<file path="config.mk">
export PLATFORM = sky130hd
export DESIGN_NAME = fx_mem_resp
export DESIGN_NICKNAME = d
export VERILOG_FILES = /design/src/rtl/fx_mem_resp.sv
export SDC_FILE = /design/constraint.sdc
export NUM_CORES = 1
export LEC_CHECK = 0
export CORE_MARGIN = 8
export CORE_UTILIZATION = 37
export DETAILED_ROUTE_END_ITERATION = 8
export GPL_TIMING_DRIVEN = 0
export PLACE_DENSITY = 0.76
export SLEW_MARGIN = 10
export SYNTH_ARGS = -nofsm -noshare
export SYNTH_HDL_FRONTEND = slang
export SYNTH_SLANG_ARGS = --single-unit
</file>
<file path="constraint.sdc">
create_clock -name CLK -period 2.2 [get_ports CLK]
set_input_delay 0.44 -clock CLK [delete_from_list [all_inputs] [get_ports CLK]]
set_output_delay 0.44 -clock CLK [all_outputs]
set_load 0.005 [all_outputs]
</file>
<file path="src/rtl/fx_mem_resp.sv">
// CPU ROM/RAM bus responder: turns each CPU bus cycle into one request on a 32-bit
// memory port and returns read data plus a one-CE READYn pulse to the CPU.
module fx_mem_resp #(
  parameter int                MEM_AW   = 24,
  parameter logic [MEM_AW-1:0] ROM_BASE = MEM_AW'(24'h200000),
  parameter int                MIN_WAIT = 1
) (
  input  logic              CLK,
  input  logic              RESn,
  input  logic              CE,
  input  logic              BCYSTn,
  input  logic [19:0]       ROM_A,
  input  logic              ROM_CEn,
  output logic [15:0]       ROM_DO,
  output logic              ROM_READYn,
  input  logic [20:0]       RAM_A,
  input  logic [31:0]       RAM_DI,
  input  logic              RAM_CEn,
  input  logic              RAM_WEn,
  input  logic [3:0]        RAM_BEn,
  output logic [31:0]       RAM_DO,
  output logic              RAM_READYn,
  output logic [MEM_AW-1:0] MEM_ADDR,
  output logic              MEM_RD,
  output logic              MEM_WR,
  output logic [3:0]        MEM_BE,
  output logic [31:0]       MEM_WDATA,
  input  logic [31:0]       MEM_RDATA,
  input  logic              MEM_ACK
);

  localparam int WW = (MIN_WAIT > 1) ? $clog2(MIN_WAIT + 1) : 1;
  localparam logic [WW-1:0] WAIT_INIT = WW'(MIN_WAIT);

  typedef enum logic [1:0] {
    IDLE = 2'd0,
    REQ  = 2'd1,
    HOLD = 2'd2,
    DONE = 2'd3
  } state_t;

  state_t            state_reg, state_next;
  logic [MEM_AW-1:0] mem_addr_reg, mem_addr_next;
  logic              mem_rd_reg, mem_rd_next;
  logic              mem_wr_reg, mem_wr_next;
  logic [3:0]        mem_be_reg, mem_be_next;
  logic [31:0]       mem_wdata_reg, mem_wdata_next;
  logic [15:0]       rom_do_reg, rom_do_next;
  logic [31:0]       ram_do_reg, ram_do_next;
  logic              rom_ready_n_reg, rom_ready_n_next;
  logic              ram_ready_n_reg, ram_ready_n_next;
  logic              rom_sel_reg, rom_sel_next;
  logic              half_reg, half_next;
  logic [WW-1:0]     wait_reg, wait_next;
  logic              accept;

  // Address bits below the 32-bit word are implied by the half-select / byte enables.
  logic unused_addr_bits;
  assign unused_addr_bits = ^{ROM_A[0], RAM_A[1:0]};

  // A new bus cycle may start from IDLE or on the closing CE of DONE.
  assign accept = CE && !BCYSTn && ((state_reg == IDLE) || (state_reg == DONE));

  always_comb begin
    state_next       = state_reg;
    mem_addr_next    = mem_addr_reg;
    mem_rd_next      = mem_rd_reg;
    mem_wr_next      = mem_wr_reg;
    mem_be_next      = mem_be_reg;
    mem_wdata_next   = mem_wdata_reg;
    rom_do_next      = rom_do_reg;
    ram_do_next      = ram_do_reg;
    rom_ready_n_next = rom_ready_n_reg;
    ram_ready_n_next = ram_ready_n_reg;
    rom_sel_next     = rom_sel_reg;
    half_next        = half_reg;
    wait_next        = wait_reg;

    if (CE && (wait_reg != '0)) begin
      wait_next = wait_reg - 1'b1;
    end

    case (state_reg)
      REQ: begin
        // MEM_ACK is a raw one-CLK pulse, so it is taken regardless of CE.
        if (MEM_ACK) begin
          mem_rd_next = 1'b0;
          mem_wr_next = 1'b0;
          if (mem_rd_reg) begin
            if (rom_sel_reg) begin
              rom_do_next = half_reg ? MEM_RDATA[31:16] : MEM_RDATA[15:0];
            end else begin
              ram_do_next = MEM_RDATA;
            end
          end
          state_next = HOLD;
        end
      end
      HOLD: begin
        if (CE && (wait_reg == '0)) begin
          if (rom_sel_reg) begin
            rom_ready_n_next = 1'b0;
          end else begin
            ram_ready_n_next = 1'b0;
          end
          state_next = DONE;
        end
      end
      DONE: begin
        if (CE) begin
          rom_ready_n_next = 1'b1;
          ram_ready_n_next = 1'b1;
          state_next       = IDLE;
        end
      end
      default: begin
      end
    endcase

    if (accept) begin
      if (!ROM_CEn) begin
        mem_addr_next = ROM_BASE + MEM_AW'({ROM_A[19:2], 2'b00});
        half_next     = ROM_A[1];
        rom_sel_next  = 1'b1;
        mem_rd_next   = 1'b1;
        wait_next     = WAIT_INIT;
        state_next    = REQ;
      end else if (!RAM_CEn) begin
        rom_sel_next = 1'b0;
        wait_next    = WAIT_INIT;
        if (RAM_WEn) begin
          mem_addr_next = MEM_AW'({RAM_A[20:2], 2'b00});
          mem_rd_next   = 1'b1;
          state_next    = REQ;
        end else if (RAM_BEn != 4'hF) begin
          mem_addr_next  = MEM_AW'({RAM_A[20:2], 2'b00});
          mem_wr_next    = 1'b1;
          mem_be_next    = ~RAM_BEn;
          mem_wdata_next = RAM_DI;
          state_next     = REQ;
        end else begin
          // Write with no lanes enabled: nothing to send, just pace the handshake.
          state_next = HOLD;
        end
      end
    end
  end

  always_ff @(posedge CLK or negedge RESn) begin
    if (!RESn) begin
      state_reg       <= IDLE;
      mem_addr_reg    <= '0;
      mem_rd_reg      <= 1'b0;
      mem_wr_reg      <= 1'b0;
      mem_be_reg      <= '0;
      mem_wdata_reg   <= '0;
      rom_do_reg      <= '0;
      ram_do_reg      <= '0;
      rom_ready_n_reg <= 1'b1;
      ram_ready_n_reg <= 1'b1;
      rom_sel_reg     <= 1'b0;
      half_reg        <= 1'b0;
      wait_reg        <= '0;
    end else begin
      state_reg       <= state_next;
      mem_addr_reg    <= mem_addr_next;
      mem_rd_reg      <= mem_rd_next;
      mem_wr_reg      <= mem_wr_next;
      mem_be_reg      <= mem_be_next;
      mem_wdata_reg   <= mem_wdata_next;
      rom_do_reg      <= rom_do_next;
      ram_do_reg      <= ram_do_next;
      rom_ready_n_reg <= rom_ready_n_next;
      ram_ready_n_reg <= ram_ready_n_next;
      rom_sel_reg     <= rom_sel_next;
      half_reg        <= half_next;
      wait_reg        <= wait_next;
    end
  end

  assign MEM_ADDR   = mem_addr_reg;
  assign MEM_RD     = mem_rd_reg;
  assign MEM_WR     = mem_wr_reg;
  assign MEM_BE     = mem_be_reg;
  assign MEM_WDATA  = mem_wdata_reg;
  assign ROM_DO     = rom_do_reg;
  assign RAM_DO     = ram_do_reg;
  assign ROM_READYn = rom_ready_n_reg;
  assign RAM_READYn = ram_ready_n_reg;

endmodule
</file>
==> parameters.txt <==
Parameter                              Value

Logic synthesis
  Main combinational cell family by area after synthesis ... multiplexers
  Synthesized area per cell ... 13.2 um2
  Leading post-synthesis cells by instance count ... 111 x sky130_fd_sc_hd__dfrtp_1, 48 x sky130_fd_sc_hd__o21ai_0, 45 x sky130_fd_sc_hd__nand2_1
  Adder and majority cell fraction of the synthesized area ... 0.0103
  Sequential element share of the synthesized area ... 0.583
  Synthesized-area fraction occupied by and/or/nand/nor cells ... 0.0569
  Post-synthesis register bit count ... 113
  Largest area contributor in the netlist ... sky130_fd_sc_hd__dfrtp_1
  Total standard cell area after synthesis ... 4860 um2
  Top area cells in the synthesized netlist ... sky130_fd_sc_hd__dfrtp_1 57%, sky130_fd_sc_hd__mux2_4 9.6%, sky130_fd_sc_hd__mux2_2 7.9%
  Main flop type after synthesis ... sky130_fd_sc_hd__dfrtp_1
  Post-synth EDFFs ... 0
  Most frequently used cell type in the post-synthesis netlist ... sky130_fd_sc_hd__dfrtp_1
  Async S/R FF share, synth ... 1.00
  Post-Synth XOR/XNOR Area ... 0
  Post-synth top area share ... 0.572
  Post-Syn Instances ... 368
  Share of cell area taken by muxes after synthesis ... 0.245
  Distinct cell type count of the synthesized netlist ... 33
  Compound-cell area share of the yosys netlist ... 0.0649
  Count of warnings emitted by yosys ... 0

Cells and area
  Number of diodes added for antenna fixing ... 0
  Fraction of final layout cells sized beyond drive strength 1 ... 0.211
  Filler cell count in the final layout ... 1039
  Multi-input combinational cell area ... 1890 um2
  Area growth from synthesis to layout ... 67.0%
  Number of nets in the final layout ... 745
  Sequential cell area ... 2830 um2

Global route
  Pin count of the biggest net entering global routing ... 75
  Wire length of the first global-routing pass ... 22800 um
  Total congestion overflow ... 0
  Global routing usage summed across all routing layers ... 0.179
  Via count of the first global-routing pass ... 4183
  Number of antenna violations at the first check in global routing ... 0

STA
  Period utilisation layout ... 1.08
  Endpoints failing hold ... 0
  Worst hold-check slack ... 0.469 ns
  Max-slew headroom ... 0.457
  Post-route minimum period ... 2.37 ns
  Least-Margin Pin Slew ... 0.814 ns
  Total count of max-transition violations in the final report ... 0
  Sum Neg Setup Slack ... -4.90 ns
  Number of endpoints failing setup at the final stage ... 35
  Clk_skew ... 0.00909 ns
  Final worst slack ... -0.166 ns
  Highest attainable clock frequency ... 0.423 GHz
  RSZ-0062 raised after global routing ... yes

Flow run
  Max cap viols ... 0

Clock network
  Number of buffers between clock root and the deepest sink ... 2
  Clock root buffer master ... sky130_fd_sc_hd__clkbuf_16
  Clock sink count ... 113
  Clock insertion delay at the later pin of the skew report ... 0.41 ns
  Count of H-tree levels built during CTS ... 4
  Total CTS buffers ... 17
  Clock-pin slew reported for the worst setup and hold paths after clock tree synthesis ... 0.05 ns
  Clock tree from TritonCTS ... yes

Power and ir drop
  Leak ... 3.70 nW
  Total power ... 0.0105 W
  Largest voltage drop on the vdd net ... 672 uV
  Power density of the placed cells ... 1290 nW/um2

Floorplan
  Starting density of the core ... 0.373
  Horizontal die dimension ... 131 um
  DIE HEIGHT ... 131 um
  I/O Pins ... 229
  Row count ... 42
  Total Die Area ... 17000 um2
  Standard cell core area ... 13000 um2

Setup path
  Startpoint of the most critical register-to-register path ... state_reg[1]
  Worst R2R Setup Slack ... -0.17 ns
  Critical Path Start Type ... register
  Required time of the critical path ... 2.49 ns
  Kind of end point of the critical path ... register
  Arrival time worst endpoint ... 2.66 ns
  Class of the most critical setup path ... reg2reg
  Biggest fanout along the worst timing path ... 8
  Crit path from ... state_reg[1]

Min path
  Worst Min Path Start ... MEM_ADDR[21]
  Worst hold path type ... reg2reg

Placed design
  Final weighted congestion of routability-driven global placement ... 0.778
  Setup Slack @ Placement ... -0.578 ns
  Number of input and output port buffers inserted ... 220
  Placed wire-length estimate after detailed placement ... 11600 um

Detailed routing
  DRC ... 0
  Detailed-route vias per instance ... 4.75
  Routed length per instance ... 19.3 um
  Final routed wirelength across all metal layers ... 15600 um
  Count of antenna-violating nets left after detailed routing ... 0
  Length of the first detailed-routing pass in iterations ... 4
  Total via count in the routed design ... 3851
  Starting DRC count in detailed routing ... 136

Status
  Status ... finished with violations
  Violations in the final reports ... setup timing
per-layer routing:
metal  GRT usage  wire length, um
met5           0                0
met4      0.0817              385
met3      0.0759             1510
met2       0.304             7950
met1       0.189             5780
what timing repair did:
action	4_1_cts	5_1_grt
gates resized for setup	10	13
cloned	0	3
pin swaps	4	2
endpoints found under the hold margin	39	0
buffers inserted	7	4
setup endpoints to repair	36	85
hold buffers	1	0
power by group:
part | switching (W) | internal [W]
clock | 0.000884 | 0.00181
sequential | 0.000566 | 0.00304
combinational | 0.00143 | 0.00273
stage by stage:
stage / cells / area [um2] / utilization
finish: 810 / 8110 / 0.622
global route: 810 / 8110 / 0.622
CTS: 804 / 8000 / 0.614
detailed placement: 768 / 7340 / 0.563
global placement: 767 / 7310 / 0.561
floorplan: 371 / 4890 / -
placed cells by master (no fill, tap or decap), drive strengths merged, types with 2 or more instances in the layout:
cell             n
nor2             3
clkdlybuf4s50  219
ha               4
mux2            65
bufinv           3
inv              5
clkbuf          40
a21oi            7
mux2i           34
o21ai           48
conb             4
clkinv           4
dfrtp          111
nand4            3
buf             21
nand2           45
dfstp            2
critical path, cell delays in order, from the launching register on:
cell and delay [ns]:
sky130_fd_sc_hd__dfrtp_1 0.39, sky130_fd_sc_hd__inv_2 0.09, sky130_fd_sc_hd__ha_4 0.21, sky130_fd_sc_hd__or3b_4 0.38, sky130_fd_sc_hd__or4b_4 0.67, sky130_fd_sc_hd__clkbuf_16 0.22
sky130_fd_sc_hd__mux2_4 0.29
path summary, 6_finish.rpt:
kind	end	cells past startpoint
max reg2reg	MEM_WDATA[17]	6
min in group asynchronous	MEM_WDATA[8]	2
min reg2reg	MEM_ADDR[21]	1
max	MEM_WDATA[17]	6
min	MEM_ADDR[21]	1
max in group asynchronous	RAM_READYn	3
layout make-up:
cell class | instances | area share
buffer | 23 | 0.0202
clock buffer | 22 | 0.0572
clock inverter | 7 | 0.0136
inverter | 5 | 0.00231
multi-input combinational | 228 | 0.234
sequential | 113 | 0.349
tap | 176 | 0.0271
timing repair buffer | 236 | 0.297
cells by family after synthesis:
family                   after synthesis
AO/OA/AOI/OAI                         60
buffers and inverters                 30
other                                  1
adder cells (fa/ha/maj)                4
flip-flops                           113
AND/OR/NAND/NOR                       61
multiplexers                          99
No activity file was read; power rests on OpenSTA's default activity.
